===== config.mk =====
export PLATFORM = sky130hd
export DESIGN_NAME = traffic_lane
export DESIGN_NICKNAME = d
export VERILOG_FILES = /design/src/rtl/traffic_lane.sv
export SDC_FILE = /design/constraint.sdc
export NUM_CORES = 1
export LEC_CHECK = 0
export ABC_AREA = 1
export BUFFER_PORTS_ARGS = -buffer_cell sky130_fd_sc_hd__buf_4
export CORE_ASPECT_RATIO = 0.6
export CORE_MARGIN = 4
export CORE_UTILIZATION = 45
export DETAILED_ROUTE_END_ITERATION = 7
export PLACE_DENSITY = 0.71
export SKIP_LAST_GASP = 1
export SYNTH_ARGS = -nofsm -noshare
export SYNTH_HDL_FRONTEND = slang
export SYNTH_SLANG_ARGS = --single-unit
export TNS_END_PERCENT = 5

===== constraint.sdc =====
create_clock -name clk -period 1.9 [get_ports clk]
set_clock_uncertainty 0.2 [all_clocks]
set_input_delay 0 -clock clk [delete_from_list [all_inputs] [get_ports clk]]
set_output_delay 0 -clock clk [all_outputs]
set_load 0.02 [all_outputs]

===== src/rtl/traffic_lane.sv =====
// One road row of WIDTH car cells, rotated once per period+1 game ticks, with a buffered pattern load.
// Optional macro TRAFFIC_LANE_SPAWN_EN: an LFSR feeds the cell entering on each rotating step.
module traffic_lane #(
  parameter int unsigned               WIDTH         = 16,
  parameter int unsigned               PERIOD_W      = 4,
  parameter logic [WIDTH-1:0]          RESET_PATTERN = WIDTH'(16'h1318)
) (
  input  logic                clk,
  input  logic                reset,
  input  logic                tick,
  input  logic                run,
  input  logic [PERIOD_W-1:0] period,
  input  logic                dir,
  input  logic                load_valid,
  input  logic [WIDTH-1:0]    load_pattern,
  output logic                load_ready,
  input  logic [WIDTH-1:0]    player_mask,
  output logic [WIDTH-1:0]    lane,
  output logic                step,
  output logic                hit,
  output logic                state_dbg
);

  // Handshake: a pattern transfers on any clock edge where load_valid && load_ready
  // are both high; load_valid may rise at any time and the pattern is held in buf_q
  // until the next step event installs it.
  typedef enum logic {ST_EMPTY = 1'b0, ST_FULL = 1'b1} load_state_e;

  load_state_e         state_q, state_d;
  logic [PERIOD_W-1:0] cnt_q, cnt_d;
  logic [WIDTH-1:0]    lane_q, lane_d;
  logic [WIDTH-1:0]    buf_q, buf_d;
  logic                step_q, hit_q;
  logic                step_evt;
  logic                accept;
  logic                enter_bit;

  assign step_evt   = tick && run && (cnt_q >= period);
  assign load_ready = (state_q == ST_EMPTY) && !reset;
  assign accept     = load_valid && load_ready;

`ifdef TRAFFIC_LANE_SPAWN_EN
  logic [15:0] lfsr_q, lfsr_d;

  // Only rotating steps consume randomness; load steps leave the sequence untouched.
  always_comb begin
    lfsr_d = lfsr_q;
    if (step_evt && state_q == ST_EMPTY) begin
      lfsr_d = {1'b0, lfsr_q[15:1]} ^ (lfsr_q[0] ? 16'hB400 : 16'h0000);
    end
  end

  always_ff @(posedge clk) begin
    if (reset) lfsr_q <= 16'hACE1;
    else       lfsr_q <= lfsr_d;
  end

  assign enter_bit = lfsr_q[0] & lfsr_q[1];
`else
  assign enter_bit = dir ? lane_q[WIDTH-1] : lane_q[0];
`endif

  always_comb begin
    state_d = state_q;
    cnt_d   = cnt_q;
    lane_d  = lane_q;
    buf_d   = buf_q;

    if (tick && run) begin
      cnt_d = step_evt ? '0 : cnt_q + PERIOD_W'(1);
    end

    // A pending pattern is tested before capture, so a same-cycle accept waits one step.
    if (step_evt) begin
      if (state_q == ST_FULL) lane_d = buf_q;
      else if (dir)           lane_d = {lane_q[WIDTH-2:0], enter_bit};
      else                    lane_d = {enter_bit, lane_q[WIDTH-1:1]};
    end

    case (state_q)
      ST_EMPTY: begin
        if (accept) begin
          buf_d   = load_pattern;
          state_d = ST_FULL;
        end
      end
      ST_FULL: begin
        if (step_evt) state_d = ST_EMPTY;
      end
      default: state_d = ST_EMPTY;
    endcase
  end

  always_ff @(posedge clk) begin
    if (reset) begin
      state_q <= ST_EMPTY;
      cnt_q   <= '0;
      lane_q  <= RESET_PATTERN;
      buf_q   <= '0;
      step_q  <= 1'b0;
      hit_q   <= 1'b0;
    end else begin
      state_q <= state_d;
      cnt_q   <= cnt_d;
      lane_q  <= lane_d;
      buf_q   <= buf_d;
      step_q  <= step_evt;
      hit_q   <= |(lane_q & player_mask);
    end
  end

  assign lane      = lane_q;
  assign step      = step_q;
  assign hit       = hit_q;
  assign state_dbg = state_q;

endmodule


==> flow_summary.ini <==
[critical_path]
startpoint = reset
crit_end = buf_q[9]
path_max_fanout = 33
required_ps = 1940
end_kind = flip-flop
r2r-end = buf_q[9]
cp.arrival_ps = 1800
reg2regPathDepth = 5
cp-start-kind = primary input
r2r_slack_ps = 150
worstSetupPathType = in2reg
worstReg2RegStart = state_dbg

[global_route]
grt-ovfl-total = 0
top_usage_layer = met1
grt_pass1_wl_um = 9000
grtUsageMet3_pct = 5.20
first_global_vias = 1879
grt.total_usage_pct = 20.2
met2_usage_pct = 27.9
use_met1_pct = 31.1
antenna_found_initial = 0
grt_max_degree = 34

[timing]
setup_viol = 0
hold_violations = 0
holdWs_ps = 38.8
maxSlewHeadroom_pct = 79.0
rsz0062_at_grt = no
min_period_ps = 1760
fmax_ghz = 0.570
period_share_pct = 92.4
setup_tns_ps = 0
finalMaxSlewViolations = 0
tightest_slew_ps = 314

[synthesis]
synth_area_leaders = dfxtp_1, nand2_1, nand3_1
synth_top_cell_by_area = dfxtp_1
syn_inst = 313
synth_top_area_share_pct = 37.4
syn_area_um2 = 2090
yosys_register_bits = 39
yosysSeqAreaShare_pct = 37.4
synthesis.nets = 360
syn_avg_cell_area_um2 = 6.67
synth.distinct_cells = 23
ys_warn_count = 0

[cts]
cts_root_buf = clkbuf_8
cts_setup_buffers = 0
clockBufferDepth = 2
cts-buffers-inserted = 5
clock_sinks = 39
cts.reportedPaths.clkPinSlew_ps = 80
cts_tree = done
htreeDepth = 2
clkLatencyLatePin_ps = 290

[drt]
vias_per_cell = 4.99
antenna_left = 0
num_vias = 2254
dr.pass1.iters = 5
wl_um = 5730
drtIter0Drc = 228
drcViolationCount = 0
wl_per_cell_um = 12.7

[pwr]
vdd_drop_max_v = 0.000501
power.density_nw_per_um2 = 688
power_leakage_nw = 1.48
power.total_mw = 1.98

[placed_design]
io_buffers = 61
dp_hpwl_um = 4040
dp.cells = 423
gp_congestion = 0.877

[cells_and_area]
mostFrequentLayoutCells = nand2_1, buf_4, nand3_1, dfxtp_1, inv_1
multi_input_area_um2 = 1080
fin_cells = 452
layout-drive-gt1-share_pct = 21.4
diodes = 0
nets = 438
fill_cells = 383
register_area_um2 = 782
syn2layout_area_growth_pct = 38.2
mostFrequentLayoutCell = nand2_1

[hold_path]
min_path_cells = 5
min_path_type = in2reg

[outcome]
outcome = finished clean

[floorplanning]
start_util_pct = 48.8
die_height_um = 60.8
pin_count = 62
die-area_um2 = 5830
core-area_um2 = 4280
dieWidth_um = 95.9
rows = 18

[job]
drv_cap = 0
synthesized netlist by cell type (all sizes together):
| cell type | number |
|---|---|
| nand2 | 137 |
| nand3 | 40 |
| dfxtp | 39 |
| inv | 28 |
| nand4 | 16 |
| o21ai | 16 |
| buf | 15 |
| nor2 | 9 |
| ha | 5 |
| xor2 | 3 |
| a21oi | 2 |
| clkbuf | 1 |
| mux2i | 1 |
| nor3b | 1 |
per-layer routing:
| layer | share of wire (%) | vias to the layer above |
|---|---|---|
| li1 | - | 1156 |
| met1 | 50 | 983 |
| met2 | 39 | 110 |
| met3 | 10 | 5 |
| met4 | 0.40 | 0 |
| met5 | 0 | - |
state kept, by name, indices dropped and copies added (netlist names):
signal	flops
hit	1
lane	16
buf_q	16
state_dbg	1
step	1
cnt_q	4
logic make-up (layout without fill, tap and decap cells):
logic type,after synthesis,after routing,share of synthesized area [%]
muxes,1,1,0.479
AOI/OAI and AO/OA,18,18,4.49
buffers and inverters,44,123,10.7
adders and majority gates,5,5,3.00
and+or+nand+nor,203,203,42.7
DFF,39,39,37.4
xor gates and xnor gates,3,3,1.26
final cells by class:
class / count / area share [%]
clock buffer: 6 / 2.86
sequential: 39 / 27.1
clock inverter: 2 / 1.21
multi-input combinational: 230 / 37.6
tap: 60 / 2.60
inverter: 28 / 3.73
timing repair buffer: 87 / 24.9
metrics by stage:
step,instance area (um^2),util [%],setup slack [ps]
global route,2890,67.4,35.3
global placement,2540,59.4,267
floorplan,2090,-,322
CTS,2870,67.1,18.6
detailed placement,2540,59.4,219
finish,2890,67.4,144
repair_timing:
item | CTS | global route
hold buffers | 21 | 0
gates resized for setup | 0 | 4
endpoints found under the setup margin | 0 | 1
endpoints found under the hold margin | 27 | 0
worst max-delay path, cell delays in order:
cell and delay [ps]:
dlygate4sd3_1 530, buf_4 170, nor3b_4 210, buf_12 190
nand2_1 70, o21ai_0 60, dlygate4sd3_1 550
worst min-delay path by stage:
stage	startpoint	end	slack, ps
floorplan	reset	hit	-130
global placement	load_pattern[0]	buf_q[0]	-4
detailed placement	load_pattern[13]	buf_q[13]	4
CTS	tick	cnt_q[3]	40
global route	load_valid	state_dbg	70
finish	load_valid	state_dbg	40
power by group:
group / total, mW / internal (mW) / switching, mW
registers: 0.892 / 0.859 / 0.0332
clock network: 0.724 / 0.425 / 0.299
logic: 0.369 / 0.175 / 0.194
(Power assumes the default switching activity.)
